## config.mk

```make
export PLATFORM = sky130hd
export DESIGN_NAME = vend_txn_controller_flat
export DESIGN_NICKNAME = d
export VERILOG_FILES = /design/src/rtl/vend_pkg.sv /design/src/rtl/vend_txn_controller_if.sv /design/src/rtl/vend_change_dispenser.sv /design/src/rtl/vend_txn_controller.sv /design/src/flat_wrapper.sv
export SDC_FILE = /design/constraint.sdc
export NUM_CORES = 1
export LEC_CHECK = 0
export BUFFER_PORTS_ARGS = -buffer_cell sky130_fd_sc_hd__buf_2
export CORE_UTILIZATION = 58
export DETAILED_ROUTE_END_ITERATION = 8
export PLACE_DENSITY = 0.91
export SYNTH_ARGS = -nofsm -noshare
export SYNTH_HDL_FRONTEND = slang
export SYNTH_SLANG_ARGS = --single-unit
```

## constraint.sdc

```tcl
create_clock -name clk_i -period 2.7 [get_ports clk_i]
set_input_delay 0.135 -clock clk_i [delete_from_list [all_inputs] [get_ports clk_i]]
set_output_delay 0.135 -clock clk_i [all_outputs]
set_load 0.05 [all_outputs]
```

## src/rtl/vend_pkg.sv

```systemverilog
`default_nettype none
// ============================================================================
// Module      : vend_pkg
// Description : Shared types and coin constants for the soda vending
//               transaction sequencer.
// Revision    : 1.0 - initial release
// ============================================================================
package vend_pkg;

  // Transaction sequencer states
  typedef enum logic [1:0] {
    IDLE    = 2'd0,
    COLLECT = 2'd1,
    VEND    = 2'd2,
    CHANGE  = 2'd3
  } state_e;

  // Coin presented to the change hopper
  typedef enum logic [1:0] {
    NONE   = 2'b00,
    NICKEL = 2'b01,
    DIME   = 2'b10
  } coin_e;

  // Coin values in nickel units
  localparam int unsigned NICKEL_V  = 1;
  localparam int unsigned DIME_V    = 2;
  localparam int unsigned QUARTER_V = 5;

endpackage
`default_nettype wire

```

## src/rtl/vend_txn_controller_if.sv

```systemverilog
`default_nettype none
// ============================================================================
// Module      : vend_txn_controller_if
// Description : Coin acceptor / cancel inputs and dispense / hopper outputs
//               of the vending transaction sequencer. The slave modport is
//               the sequencer side, master is the side driving the coins.
// Revision    : 1.0 - initial release
// ============================================================================
interface vend_txn_controller_if #(
  parameter int unsigned CREDIT_W = 4
);
  import vend_pkg::*;

  logic                nickle_i;
  logic                dime_i;
  logic                quarter_i;
  logic                cancel_i;
  logic                change_ready_i;
  logic                soda_o;
  logic                change_valid_o;
  coin_e               change_coin_o;
  logic                coin_reject_o;
  logic [CREDIT_W-1:0] credit_o;
  logic                busy_o;

  modport slave (
    input  nickle_i, dime_i, quarter_i, cancel_i, change_ready_i,
    output soda_o, change_valid_o, change_coin_o, coin_reject_o, credit_o, busy_o
  );

  modport master (
    output nickle_i, dime_i, quarter_i, cancel_i, change_ready_i,
    input  soda_o, change_valid_o, change_coin_o, coin_reject_o, credit_o, busy_o
  );

endinterface
`default_nettype wire

```

## src/rtl/vend_change_dispenser.sv

```systemverilog
`default_nettype none
// ============================================================================
// Module      : vend_change_dispenser
// Description : Pays out a loaded amount one coin at a time over a
//               valid/ready handshake. Greedy selection (dime while at least
//               two nickels remain, else nickel); coin and valid are held
//               until accepted and the next coin follows without a bubble.
// Revision    : 1.0 - initial release
// ============================================================================
module vend_change_dispenser
  import vend_pkg::*;
#(
  parameter int unsigned CREDIT_W = 4
) (
  input  logic                clk_i,
  input  logic                rst_ni,
  input  logic                i_load,
  input  logic [CREDIT_W-1:0] i_amount,
  input  logic                i_ready,
  output logic                o_valid,
  output coin_e               o_coin,
  output logic                o_fire,
  output logic [CREDIT_W-1:0] o_fire_value,
  output logic                o_done
);

  localparam logic [CREDIT_W-1:0] c_nickel_v = CREDIT_W'(NICKEL_V);
  localparam logic [CREDIT_W-1:0] c_dime_v   = CREDIT_W'(DIME_V);

  logic [CREDIT_W-1:0] r_remaining;
  logic                r_valid;
  coin_e               r_coin;

  logic                w_fire;
  logic [CREDIT_W-1:0] w_fire_value;
  logic [CREDIT_W-1:0] w_rem_next;
  logic [CREDIT_W-1:0] w_src;

  function automatic coin_e greedy_coin(input logic [CREDIT_W-1:0] amt);
    if (amt >= c_dime_v) begin
      return DIME;
    end else if (amt != '0) begin
      return NICKEL;
    end else begin
      return NONE;
    end
  endfunction

  assign w_fire       = r_valid && i_ready;
  assign w_fire_value = (r_coin == DIME) ? c_dime_v : c_nickel_v;
  assign w_rem_next   = r_remaining - w_fire_value;
  assign w_src        = i_load ? i_amount : w_rem_next;

  // Load a new payout or advance to the next coin after each accepted one
  always_ff @(posedge clk_i or negedge rst_ni) begin
    if (!rst_ni) begin
      r_remaining <= '0;
      r_valid     <= 1'b0;
      r_coin      <= NONE;
    end else if (i_load || w_fire) begin
      r_remaining <= w_src;
      r_valid     <= (w_src != '0);
      r_coin      <= greedy_coin(w_src);
    end
  end

  assign o_valid      = r_valid;
  assign o_coin       = r_coin;
  assign o_fire       = w_fire;
  assign o_fire_value = w_fire_value;
  assign o_done       = w_fire && (w_rem_next == '0);

endmodule
`default_nettype wire

```

## src/rtl/vend_txn_controller.sv

```systemverilog
`default_nettype none
// ============================================================================
// Module      : vend_txn_controller
// Description : Soda vending transaction sequencer. Accumulates coin credit
//               in nickel units, issues a one-cycle vend once the price is
//               reached, then pays out change or a cancel refund through the
//               change dispenser. All outputs are registered.
//               Optional macro VEND_TIMEOUT_EN: auto-refund after
//               TIMEOUT_CYCLES cycles in COLLECT without an accepted coin.
// Revision    : 1.0 - initial release
// ============================================================================
module vend_txn_controller
  import vend_pkg::*;
#(
  parameter int unsigned CREDIT_W       = 4,
  parameter int unsigned PRICE          = 4,
  parameter int unsigned MAX_CREDIT     = 10,
  parameter int unsigned TIMEOUT_CYCLES = 1000
) (
  input  logic                  clk_i,
  input  logic                  rst_ni,
  vend_txn_controller_if.slave  bus
);

  localparam logic [CREDIT_W-1:0] c_price     = CREDIT_W'(PRICE);
  localparam logic [CREDIT_W:0]   c_max_sum   = (CREDIT_W+1)'(MAX_CREDIT);
  localparam logic [CREDIT_W-1:0] c_nickel_v  = CREDIT_W'(NICKEL_V);
  localparam logic [CREDIT_W-1:0] c_dime_v    = CREDIT_W'(DIME_V);
  localparam logic [CREDIT_W-1:0] c_quarter_v = CREDIT_W'(QUARTER_V);

  // Elaboration guard on the parameter set
  if (PRICE < 1 || PRICE > MAX_CREDIT || MAX_CREDIT >= (1 << CREDIT_W) ||
      TIMEOUT_CYCLES < 1) begin : g_bad_params
    $error("vend_txn_controller: inconsistent PRICE/MAX_CREDIT/CREDIT_W/TIMEOUT_CYCLES");
  end

  state_e              r_state;
  state_e              w_next_state;
  logic [CREDIT_W-1:0] r_credit;
  logic                r_soda;
  logic                r_reject;
  logic                r_busy;

  logic                w_any_coin;
  logic                w_multi_coin;
  logic [CREDIT_W-1:0] w_coin_value;
  logic [CREDIT_W:0]   w_sum;
  logic                w_coin_fits;
  logic [CREDIT_W-1:0] w_vend_rem;
  logic                w_accept;
  logic                w_reject;
  logic                w_load;
  logic [CREDIT_W-1:0] w_load_amount;
  logic                w_timeout;

  logic                w_disp_valid;
  coin_e               w_disp_coin;
  logic                w_disp_fire;
  logic [CREDIT_W-1:0] w_disp_fire_value;
  logic                w_disp_done;

  assign w_any_coin   = bus.nickle_i | bus.dime_i | bus.quarter_i;
  assign w_multi_coin = (bus.nickle_i & bus.dime_i) | (bus.nickle_i & bus.quarter_i) |
                        (bus.dime_i & bus.quarter_i);
  assign w_coin_value = bus.nickle_i ? c_nickel_v : (bus.dime_i ? c_dime_v : c_quarter_v);
  // One extra bit so the ceiling comparison never sees a wrapped sum
  assign w_sum        = {1'b0, r_credit} + {1'b0, w_coin_value};
  assign w_coin_fits  = !w_multi_coin && (w_sum <= c_max_sum);
  assign w_vend_rem   = r_credit - c_price;

`ifdef VEND_TIMEOUT_EN
  localparam int unsigned c_tmo_w = (TIMEOUT_CYCLES > 1) ? $clog2(TIMEOUT_CYCLES) : 1;
  localparam logic [c_tmo_w-1:0] c_tmo_last = c_tmo_w'(TIMEOUT_CYCLES - 1);

  logic [c_tmo_w-1:0] r_tmo_cnt;

  // Count cycles spent in COLLECT since the last accepted coin
  always_ff @(posedge clk_i or negedge rst_ni) begin
    if (!rst_ni) begin
      r_tmo_cnt <= '0;
    end else if (r_state != COLLECT || w_accept) begin
      r_tmo_cnt <= '0;
    end else if (!w_timeout) begin
      r_tmo_cnt <= r_tmo_cnt + c_tmo_w'(1);
    end
  end

  assign w_timeout = (r_state == COLLECT) && (r_tmo_cnt == c_tmo_last);
`else
  assign w_timeout = 1'b0;
`endif

  // Next-state, coin accept/reject and dispenser load decisions
  always_comb begin
    w_next_state  = r_state;
    w_accept      = 1'b0;
    w_reject      = 1'b0;
    w_load        = 1'b0;
    w_load_amount = r_credit;
    case (r_state)
      IDLE: begin
        if (w_any_coin) begin
          if (w_coin_fits) begin
            w_accept     = 1'b1;
            w_next_state = COLLECT;
          end else begin
            w_reject = 1'b1;
          end
        end
      end
      COLLECT: begin
        if (r_credit >= c_price) begin
          w_next_state = VEND;
          w_reject     = w_any_coin;
        end else if (bus.cancel_i || w_timeout) begin
          // Refund the full credit; a coin arriving alongside is returned
          w_next_state = CHANGE;
          w_load       = 1'b1;
          w_reject     = w_any_coin;
        end else if (w_any_coin) begin
          w_accept = w_coin_fits;
          w_reject = !w_coin_fits;
        end
      end
      VEND: begin
        w_reject = w_any_coin;
        if (w_vend_rem != '0) begin
          w_next_state  = CHANGE;
          w_load        = 1'b1;
          w_load_amount = w_vend_rem;
        end else begin
          w_next_state = IDLE;
        end
      end
      CHANGE: begin
        w_reject = w_any_coin;
        if (w_disp_done) begin
          w_next_state = IDLE;
        end
      end
      default: begin
        w_next_state = IDLE;
      end
    endcase
  end

  // State register and registered status outputs
  always_ff @(posedge clk_i or negedge rst_ni) begin
    if (!rst_ni) begin
      r_state  <= IDLE;
      r_soda   <= 1'b0;
      r_reject <= 1'b0;
      r_busy   <= 1'b0;
    end else begin
      r_state  <= w_next_state;
      r_soda   <= (w_next_state == VEND);
      r_reject <= w_reject;
      r_busy   <= (w_next_state == VEND) || (w_next_state == CHANGE);
    end
  end

  // Credit: add accepted coins, take the price on leaving VEND, pay out change
  always_ff @(posedge clk_i or negedge rst_ni) begin
    if (!rst_ni) begin
      r_credit <= '0;
    end else if (w_accept) begin
      r_credit <= w_sum[CREDIT_W-1:0];
    end else if (r_state == VEND) begin
      r_credit <= w_vend_rem;
    end else if (w_disp_fire) begin
      r_credit <= r_credit - w_disp_fire_value;
    end
  end

  vend_change_dispenser #(
    .CREDIT_W (CREDIT_W)
  ) u_dispenser (
    .clk_i        (clk_i),
    .rst_ni       (rst_ni),
    .i_load       (w_load),
    .i_amount     (w_load_amount),
    .i_ready      (bus.change_ready_i),
    .o_valid      (w_disp_valid),
    .o_coin       (w_disp_coin),
    .o_fire       (w_disp_fire),
    .o_fire_value (w_disp_fire_value),
    .o_done       (w_disp_done)
  );

  assign bus.soda_o         = r_soda;
  assign bus.change_valid_o = w_disp_valid;
  assign bus.change_coin_o  = w_disp_coin;
  assign bus.coin_reject_o  = r_reject;
  assign bus.credit_o       = r_credit;
  assign bus.busy_o         = r_busy;

endmodule
`default_nettype wire

```

## src/flat_wrapper.sv

```systemverilog
// flat-port wrapper written by rule: the top's interface ports become plain ports
module vend_txn_controller_flat import vend_pkg::*;
#(
  parameter int unsigned CREDIT_W       = 4,
  parameter int unsigned PRICE          = 4,
  parameter int unsigned MAX_CREDIT     = 10,
  parameter int unsigned TIMEOUT_CYCLES = 1000
)
  (clk_i, rst_ni, bus_nickle_i, bus_dime_i, bus_quarter_i, bus_cancel_i, bus_change_ready_i, bus_soda_o, bus_change_valid_o, bus_change_coin_o, bus_coin_reject_o, bus_credit_o, bus_busy_o);
  vend_txn_controller_if #(.CREDIT_W(CREDIT_W)) bus_i ();
  input  logic clk_i;
  input  logic rst_ni;
  input wire logic [$bits(bus_i.nickle_i)-1:0] bus_nickle_i;
  input wire logic [$bits(bus_i.dime_i)-1:0] bus_dime_i;
  input wire logic [$bits(bus_i.quarter_i)-1:0] bus_quarter_i;
  input wire logic [$bits(bus_i.cancel_i)-1:0] bus_cancel_i;
  input wire logic [$bits(bus_i.change_ready_i)-1:0] bus_change_ready_i;
  output wire logic [$bits(bus_i.soda_o)-1:0] bus_soda_o;
  output wire logic [$bits(bus_i.change_valid_o)-1:0] bus_change_valid_o;
  output wire logic [$bits(bus_i.change_coin_o)-1:0] bus_change_coin_o;
  output wire logic [$bits(bus_i.coin_reject_o)-1:0] bus_coin_reject_o;
  output wire logic [$bits(bus_i.credit_o)-1:0] bus_credit_o;
  output wire logic [$bits(bus_i.busy_o)-1:0] bus_busy_o;
  assign bus_i.nickle_i = bus_nickle_i;
  assign bus_i.dime_i = bus_dime_i;
  assign bus_i.quarter_i = bus_quarter_i;
  assign bus_i.cancel_i = bus_cancel_i;
  assign bus_i.change_ready_i = bus_change_ready_i;
  assign bus_soda_o = bus_i.soda_o;
  assign bus_change_valid_o = bus_i.change_valid_o;
  assign bus_change_coin_o = bus_i.change_coin_o;
  assign bus_coin_reject_o = bus_i.coin_reject_o;
  assign bus_credit_o = bus_i.credit_o;
  assign bus_busy_o = bus_i.busy_o;
  vend_txn_controller #(.CREDIT_W(CREDIT_W), .PRICE(PRICE), .MAX_CREDIT(MAX_CREDIT), .TIMEOUT_CYCLES(TIMEOUT_CYCLES)) u_core (.clk_i(clk_i), .rst_ni(rst_ni), .bus(bus_i));
endmodule
```

* Yosys cells after proc, flatten, opt, wreduce, memory -nomap -nowiden
Cells that the tools add are included.
** Storage, ports and cells
- Register bits :: 16
- Input bits :: 7
- Output and inout bits :: 10
** Cells by class
- Add/sub/neg operators :: 4
- Magnitude comparators :: 3
- Eq/ne operators :: 6
- Multiplexer cells :: 34
- Bitwise logic cells :: 7
- Reduce and logical (&&, ||, !) cells :: 13
** Operator list (number)
- two-way mux 4 bit :: 7
- two-way mux 2 bit :: 8
- two-way mux 1 bit :: 14
- == test 2 bit, second input constant :: 5
- one-hot mux 2 bit (4 select lines) :: 1
- nonzero test 4 bit :: 2
- subtractor 4 x 2 -> 4 bit :: 2
- adder 4 x 4 -> 5 bit :: 1
- <= comparator 5 x 4 -> 1 bit, second input constant :: 1
- greater-or-equal comparator 4 x 2 -> 1 bit, second input constant :: 1
- greater-or-equal comparator 4 x 3 -> 1 bit, second input constant :: 1
- logical NOT 4 bit :: 1
- OR 1 bit :: 4
- one-hot mux 1 bit (2 select lines) :: 2
- subtractor 4 x 3 -> 4 bit, second input constant :: 1
- bitwise AND 1 bit :: 3
- logical AND 1 bit :: 3
- two-way mux 3 bit :: 1
- one-hot mux 1 bit (3 select lines) :: 1
- nonzero test 3 bit :: 1
- == test 2 x 1 -> 1 bit, second input constant :: 1
- logical NOT 1 bit :: 2
- logical NOT 2 bit :: 1
- logical OR 1 bit :: 2
- OR reduction 2 bit :: 1

* Depth between registers and ports, before layout
Gate-level depths: netlist (run 1).
- Depth after elaboration :: 10
- Mapped depth :: 10
- Depth with buffers taken out :: 10

* Hierarchy
Synthesis (run 1) repeated with hierarchy kept, for this count alone.
** Unflattened totals
- Cells, all modules :: 158
- Area, all modules :: 1425.1 µm²
** By module, submodules not included
- vend_txn_controller :: times used 1, cells an instance 102, area each 914.6 µm², sequential area each 225.2 µm²
- vend_change_dispenser :: times used 1, cells an instance 56, area each 510.5 µm², sequential area each 175.2 µm²

* Worst setup path before layout (run 1)
OpenSTA, ideal clock, no wires.
- Kind :: register to register
- From :: reg u_core.r_credit[0] (netlist: u_core.bus.credit_o[0])
- To :: reg u_core.r_credit[0] (netlist: u_core.bus.credit_o[0])
- Setup time :: 0.122 ns
- Data arrival time :: 2.670 ns
- Slack :: -0.093 ns
- Stages on the path, launching flop included :: 10
- Path buffers :: 0
- Clock period less this slack :: 2.793 ns
- Cells stage by stage :: dfrtp_1 -> ha_1 -> inv_1 -> fa_1 -> nand2b_1 -> a221o_2 -> nand4b_4 -> a21oi_4 -> mux2_4 -> o22a_1
** On the way
- Cells in the longest elaborated chain, start to end :: 8
** Ends and longest elaborated chain
- start, declared :: RTL line vend_txn_controller.sv:39 : logic [CREDIT_W-1:0] r_credit;
- start signal, assigned :: RTL line vend_txn_controller.sv:167 : r_credit <= w_sum[CREDIT_W-1:0];
- start signal, assigned :: RTL line vend_txn_controller.sv:169 : r_credit <= w_vend_rem;
- start signal, assigned :: RTL line vend_txn_controller.sv:171 : r_credit <= r_credit - w_disp_fire_value;
- adder 4 x 4 -> 5 bit :: RTL line vend_txn_controller.sv:67 : assign w_sum = {1'b0, r_credit} + {1'b0, w_coin_value};
- <= comparator 5 x 4 -> 1 bit :: RTL line vend_txn_controller.sv:68 : assign w_coin_fits = !w_multi_coin && (w_sum <= c_max_sum);
- logical AND 1 bit :: RTL line vend_txn_controller.sv:68
- two-way mux 1 bit :: RTL line vend_txn_controller.sv:120 : end else if (w_any_coin) begin
- two-way mux 1 bit :: RTL line vend_txn_controller.sv:115 : end else if (bus.cancel_i || w_timeout) begin
- two-way mux 1 bit :: RTL line vend_txn_controller.sv:112 : if (r_credit >= c_price) begin
- one-hot mux 1 bit (2 select lines) :: RTL line vend_txn_controller.sv:100 : case (r_state)
- nonzero test 3 bit (no line) / two-way mux 4 bit (equally long branches)
Parallel ways exist; a longest one is shown, timed or not. The select of a mux whose other input is x is not followed.
A chain may end at the register's enable or synchronous reset.

* Worst setup path after layout (run 1)
Same ends and word-level chain as after synthesis.

==> metrics.txt, run 1 <==
Hold Crit Depth=3; Worst-path clk slew=0.10 ns; number of antenna violations at the first check in global routing=0; end point of the critical path=u_core.bus.credit_o[0]; Worst-Margin Slew=0.5308 ns; clk_lat worst skew=0.29 ns; Synth area leaders=dfrtp_1 28%, ha_1 11%, fa_1 4.1%; aggregate global-route resource usage=26.71%; n_diodes=0; most frequent cells in the layout=16 x buf_2, 14 x dfrtp_1, 13 x inv_1, 13 x nand2_1, 13 x ha_1; first-pass GRT wire length=5409 um; crit path kind=reg2reg; Cells after Synth=156; Final GP Congestion=0.8450; worst-path fanout max=6; TNS Setup=0 ns; Syn Area/Cell=9.312 sq um; Setup violations, final=0; Post-route DRC=0; largest area contributor in the netlist=dfrtp_1; relative slew slack=63.70%; vias in the first global route=1250; fin util=71.19%; Via Count=1226; share of layout cells above drive strength 1=22.60%; Synth cell types=49; WL final=3153 um; Final Slew Violations=0; initial core utilization=63.83%; Yosys reg bits=16; CTS root buf=clkbuf_4; DP Wirelength=2495 um; Worst R2R Path Depth=9; sequential fraction of the synthesis area=27.56%; Hold Crit Class=in2reg; Final Critical Period=2.593 ns; number of synthesized flops with an enable pin=0; number of DRC markers in iteration 0=20; row cnt=17; CTS tree=built; clock skew=0.006101 ns; Die X=52.05 um; status=finished, final reports clean; R2R Path End=u_core.bus.credit_o[0]; commonest non-fill, non-tap cell in the layout=buf_2; R2R Path Start=u_core.bus.credit_o[0]; area grow syn2layout=11.54%; fmax=0.3856 GHz; antenna viol nets, final=0; average wire per standard cell=15.38 um; die area=2709 sq um; DR pass1 iterations=4; Via density=5.980; Arr. time, crit path=2.78 ns; CP Capture Type=flip-flop; Num CTS Buffers=3; I/O Buffers=16; io pins=17; Chip Height=52.05 um; Tcrit/Tclk final=96.04%; area of the multi-input gates=987.2 sq um; Synth async-reset ratio=100.0%; Yosys top cell area share=27.56%; CP Launch Type=flip-flop; Longest Clk Path Bufs=2; register area=402.9 sq um; # fillers=164; Yosys Warn Count=0; final hold vios=0; Net Count, Synth=179; unrepaired setup endpoints after global routing=false; cell area after synthesis=1453 sq um; Core ar.=2276 sq um; Final #Nets=201; GR Overflow Total=0; CP Data Required Time=2.89 ns; CTS Sinks=16; R2R Setup Slk=0.11 ns; pin count of the biggest net entering global routing=17; max_cap viols=0; Synth Flop Type=dfrtp_1; Setup crit start=u_core.bus.credit_o[0]; H-tree depth=1
worst min path at each step:
stage	from	endpoint	slack [ns]
floorplan	rst_ni	u_core.bus.busy_o	-0.16
global placement	rst_ni	u_core.u_dispenser.o_coin[1]	0.07
detailed placement	rst_ni	u_core.u_dispenser.o_coin[1]	0.08
CTS	bus_nickle_i	u_core.bus.coin_reject_o	0.14
global route	bus_nickle_i	u_core.bus.coin_reject_o	0.18
finish	bus_nickle_i	u_core.bus.coin_reject_o	0.15
cells by family (layout without fill, tap and decap cells):
logic type / Yosys count / in the layout / share of synthesized area, %
and+or+nand+nor: 54 / 54 / 20.59
xor gates and xnor gates: 6 / 6 / 3.618
adders and majority gates: 17 / 17 / 16.02
buffers and inverters: 17 / 38 / 4.995
DFF: 16 / 16 / 27.56
AOI/OAI and AO/OA: 39 / 39 / 21.53
muxes: 7 / 7 / 5.685
per-layer routing:
| metal | vias up | global-route usage, % | wire length, um |
|---|---|---|---|
| met5 | - | 0 | 0 |
| met1 | 583 | 31.81 | 1362 |
| met4 | 0 | 8.108 | 60 |
| met3 | 6 | 0.8772 | 88 |
| met2 | 34 | 50.85 | 1642 |
| li1 | 603 | - | - |
state kept, by name, summed over array words and instances, names as in the netlist:
register,count
u_core.u_dispenser.o_coin,2
u_core.bus.busy_o,1
u_core.bus.credit_o,4
u_core.r_state,2
u_core.u_dispenser.r_remaining,4
u_core.u_dispenser.o_valid,1
u_core.bus.coin_reject_o,1
u_core.bus.soda_o,1
synthesized netlist by cell type (all sizes together), types with 3 or more instances:
master	n
nand2b	5
a21oi	5
ha	13
nor2	11
xnor2	4
mux2i	3
dfrtp	16
inv	13
nor3	7
nor4	3
nand3	4
o21ai	12
fa	3
mux2	4
nand2	13
buf	3
nor2b	3
worst max-delay path, cell delays in order (launching register included):
cell	delay, ns
dfrtp_2	0.44
ha_1	0.23
inv_1	0.08
fa_1	0.44
nand2b_1	0.18
a221o_2	0.40
nand4b_4	0.14
a21oi_4	0.07
mux2_4	0.30
o22a_1	0.20
through the flow:
step                cells  hold WS, ns  cell area, sq um  worst slack [ns]
CTS                   204       0.1396              1605           0.09065
floorplan             156      -0.1606              1455           0.08728
detailed placement    199      0.08193              1569           0.07057
finish                205       0.1505              1620            0.1069
global placement      199      0.06928              1569            0.1809
global route          205       0.1816              1620           0.02207
cell type report:
| class | instances | share of cell area (%) |
|---|---|---|
| inverter | 13 | 3.012 |
| clock buffer | 4 | 1.622 |
| tap | 28 | 2.162 |
| sequential | 16 | 24.86 |
| timing repair buffer | 21 | 7.413 |
| multi-input combinational | 123 | 60.93 |
repair_timing:
action	CTS	global route
hold buffers	1	0
hold endpoints to repair	16	0
resized for setup	0	1
setup buffers	0	1
endpoints found under the setup margin	0	1
Power of run 1 is not shown: default switching activity piles up to over one toggle a cycle in this logic, so the estimate is an artifact.
==> run 2, diff against run 1 <==
- MAX_ROUTING_LAYER: not set -> met4
==> run 2 against run 1 <==
Compared with the run above: clock skew fell by 0.0021 ns; wire length down 0.22%; global-route usage grew 0.77 points; first-iteration DRC count grew 35%; final cell count did not move; design area unchanged; core utilization is the same; largest cell class unchanged; non-clock buffer count did not move; critical path depth unchanged; via count rose by 0.90%; flip-flop and latch count stayed put; count of clock-buffer cells in the layout is the same.
==> metrics.txt, run 2 (synthesis gave the netlist of run 1 again) <==
Via density=6.034; row cnt=17; worst setup margin=0.1101 ns; Final #Nets=201; die area=2709 sq um; final hold vios=0; I/O Buffers=16; commonest non-fill, non-tap cell in the layout=buf_2; H-tree depth=1; Setup violations, final=0; Worst-Margin Slew=0.4970 ns; n_diodes=0; GR Overflow Total=0; Arr. time, crit path=2.78 ns; DP Wirelength=2495 um; Worst-path clk slew=0.10 ns; CP Capture Type=flip-flop; status=finished, final reports clean; Post-route DRC=0; crit path kind=reg2reg; clk_lat worst skew=0.30 ns; antenna viol nets, final=0; Longest Clk Path Bufs=2; Final Critical Period=2.590 ns; unrepaired setup endpoints after global routing=false; CP Launch Type=flip-flop; initial core utilization=63.83%; most frequent cells in the layout=16 x buf_2, 14 x dfrtp_1, 13 x inv_1, 13 x nand2_1, 13 x ha_1; DR pass1 iterations=5; CP Data Required Time=2.89 ns; vias in the first global route=1247; TNS Setup=0 ns; Via Count=1237; worst-path fanout max=6; pin count of the biggest net entering global routing=17; Final GP Congestion=0.8583; clock skew=0.004005 ns; first-pass GRT wire length=5423 um; Final Slew Violations=0; CTS tree=built; Tcrit/Tclk final=95.92%; number of DRC markers in iteration 0=27; share of layout cells above drive strength 1=22.60%; io pins=17; CTS root buf=clkbuf_4; aggregate global-route resource usage=27.49%; relative slew slack=66.01%; max_cap viols=0; WL final=3146 um; Hold Crit Class=in2reg; Num CTS Buffers=3; number of antenna violations at the first check in global routing=0; CTS Sinks=16; Core ar.=2276 sq um; fmax=0.3861 GHz; area grow syn2layout=11.54%; Chip Height=52.05 um; worst slack, placed=0.07057 ns; Die X=52.05 um; average wire per standard cell=15.35 um
[run 2: cell counts in the layout (fill, tap and decap cells not counted)]
No cell type changed its count.
[run 2: repair_timing]
item,4_1_cts,5_1_grt
hold buffers,1,0
setup endpoints to repair,0,1
gates resized for setup,0,1
endpoints found under the hold margin,16,0
buffers inserted,0,1
[run 2: final timing paths]
| check | cells past startpoint | end | startpoint | slack (ns) |
|---|---|---|---|---|
| worst max-delay path | 9 | u_core.bus.credit_o[0] | u_core.bus.credit_o[0] | 0.11 |
| worst min-delay path | 3 | u_core.bus.coin_reject_o | bus_nickle_i | 0.15 |
| worst max register to register | 9 | u_core.bus.credit_o[0] | u_core.bus.credit_o[0] | 0.11 |
| worst min register to register | 1 | u_core.u_dispenser.r_remaining[3] | u_core.u_dispenser.r_remaining[3] | 0.55 |
| max in group asynchronous | 2 | u_core.bus.credit_o[0] | rst_ni | 2.13 |
| min in group asynchronous | 2 | u_core.u_dispenser.o_coin[0] | rst_ni | 0.28 |
[run 2: layout make-up]
class	count	area [sq um]
Multi-Input combinational cell	123	987.2
Clock buffer	4	26.28
Fill cell	164	655.6
Sequential cell	16	402.9
Tap cell	28	35.03
Timing Repair Buffer	21	120.1
Inverter	13	48.80
[run 2: metrics by stage]
stage | area (sq um) | cells | hold WS, ns | utilization [%]
2_1_floorplan | 1455 | 156 | -0.1606 | -
3_3_place_gp | 1569 | 199 | 0.06928 | 68.94
3_5_place_dp | 1569 | 199 | 0.08193 | 68.94
4_1_cts | 1605 | 204 | 0.1396 | 70.53
5_1_grt | 1620 | 205 | 0.1816 | 71.19
6_report | 1620 | 205 | 0.1482 | 71.19
[run 2: worst max-delay path, stage by stage (launching register included)]
cell and delay (ns):
dfrtp_2 0.44, ha_1 0.23, inv_1 0.08, fa_1 0.44, nand2b_1 0.18, a221o_2 0.40, nand4b_4 0.14, a21oi_4 0.07
mux2_4 0.30, o22a_1 0.20
[run 2: layer usage]
layer / part of all wire, % / vias up / wire length, um / GRT usage [%]
met3: 2.6 / 4 / 82 / 0.8772
li1: - / 605 / - / -
met1: 43 / 590 / 1349 / 32.18
met5: 0 / - / 0 / -
met2: 54 / 38 / 1690 / 50.64
met4: 0.76 / 0 / 24 / 8.108
Power of run 2 is left out for the same reason.
==> run 3, diff against run 2 <==
- CORE_UTILIZATION: 58 -> 27
- CTS_CLUSTER_SIZE: not set -> 14
- PLACE_DENSITY: 0.91 -> 0.55
==> run 3 against run 2 <==
Compared with the run above: wire length increased by 3.8%; non-clock buffer count increased by 1; core utilization decreased by 38 points; flip-flop and latch count unchanged.
==> metrics.txt, run 3 (synthesis gave the netlist of run 1 again) <==
Core ar.=5140 sq um; Arr. time, crit path=2.68 ns; Setup crit start=u_core.bus.credit_o[0]; Worst-path clk slew=0.08 ns; CP Capture Type=flip-flop; average wire per standard cell=13.17 um; Inst Count DP=243; H-tree depth=1; DP Wirelength=2578 um; area grow syn2layout=16.45%; R2R Path End=u_core.bus.credit_o[0]; antenna viol nets, final=0; vias in the first global route=1137; number of antenna violations at the first check in global routing=0; Tcrit/Tclk final=93.60%; io pins=17; I/O Buffers=16; aggregate global-route resource usage=13.57%; CP Launch Type=flip-flop; crit path kind=reg2reg; Final Slew Violations=0; CTS tree=built; relative slew slack=66.65%; Worst R2R Path Depth=9; end point of the critical path=u_core.bus.credit_o[0]; Final #Nets=202; Via Count=1195; Max stage delay on crit path=0.43 ns; share of layout cells above drive strength 1=22.47%; Die X=75.35 um; Setup violations, final=0; most frequent cells in the layout=16 x buf_2, 14 x dfrtp_1, 13 x inv_1, 13 x nand2_1, 13 x ha_1; clk_lat worst skew=0.26 ns; fin util=32.91%; commonest non-fill, non-tap cell in the layout=buf_2; worst-path fanout max=6; Post-route DRC=0; DR pass1 iterations=4; status=finished, final reports clean; Via density=4.819; crit path cell chain=ha_1, inv_1, fa_1, nand2b_1, a221o_2, nand4b_4, a21oi_4, mux2_4, o22a_1; fin cells=248; max_cap viols=0; fmax=0.3957 GHz; Hold Crit Class=in2reg; initial core utilization=28.26%; CTS Sinks=16; Worst-Margin Slew=0.4876 ns; first-pass GRT wire length=5609 um; CTS root buf=clkbuf_8; final hold vios=0; postcts setup bufs=0; Slowest-stage cell, CP=fa_1; n_diodes=0; Final Critical Period=2.527 ns; unrepaired setup endpoints after global routing=false; clock skew=0.008206 ns; Num CTS Buffers=3; number of DRC markers in iteration 0=80; CP Data Required Time=2.85 ns; TNS Setup=0 ns; die area=5678 sq um; WL final=3265 um; pin count of the biggest net entering global routing=17; Chip Height=75.35 um; row cnt=26; # fillers=562; Longest Clk Path Bufs=2; Final GP Congestion=0.7754; GR Overflow Total=0; R2R Setup Slk=0.17 ns; R2R Path Start=u_core.bus.credit_o[0]
## run 3: cell types whose count changed in the layout (fill, tap and decap cells not counted)
cell,change
xor2_1,+1
clkbuf_4,-3
clkbuf_8,+3
buf_4,+1
xor2_2,-1
## run 3: layer usage
layer  part of all wire, %  track usage, %  up-vias
li1                      -               -      603
met1                    50           18.41      572
met2                    47           21.73       16
met3                   2.2           1.587        4
met4                   1.1           3.086        0
met5                     0               -        -
## run 3: critical path: cells and delay by family, from the launching register on
family                     cells  cell delay (ns)
and+or+nand+nor                2             0.31
adders and majority gates      2             0.66
muxes                          1             0.30
AOI/OAI and AO/OA              3             0.66
DFF                            1             0.42
buffers and inverters          1             0.08
## run 3: worst min-delay path by stage
stage                             from                  endpoint  slack [ns]  depth (start not counted)
after floorplan                 rst_ni         u_core.bus.busy_o       -0.16                          0
after global placement          rst_ni         u_core.bus.soda_o        0.09                          1
after detailed placement        rst_ni         u_core.bus.soda_o        0.09                          1
after CTS                 bus_nickle_i  u_core.bus.coin_reject_o        0.19                          3
after global routing      bus_nickle_i  u_core.bus.coin_reject_o        0.20                          3
final                     bus_nickle_i  u_core.bus.coin_reject_o        0.19                          3
## run 3: repair_timing
| action | 4_1_cts | 5_1_grt |
|---|---|---|
| hold buffers | 1 | 0 |
| hold endpoints to repair | 16 | 0 |
| gates resized for setup | 0 | 0 |
## run 3: per-stage QoR
step / instance area (sq um) / hold WS (ns) / setup slack [ns]
floorplan: 1455 / -0.1606 / 0.08728
global placement: 1637 / 0.09234 / 0.1550
detailed placement: 1637 / 0.08899 / 0.1028
CTS: 1692 / 0.1872 / 0.1697
global route: 1692 / 0.1995 / 0.01249
finish: 1692 / 0.1892 / 0.1727
## run 3: final cells by class
class / count / area, sq um / share of cell area (%)
multi-input combinational: 123 / 979.7 / 57.91
sequential: 16 / 402.9 / 23.82
timing repair buffer: 22 / 127.6 / 7.544
tap: 70 / 87.58 / 5.178
inverter: 13 / 48.80 / 2.885
clock buffer: 4 / 45.04 / 2.663
Power of run 3 is left out for the same reason.
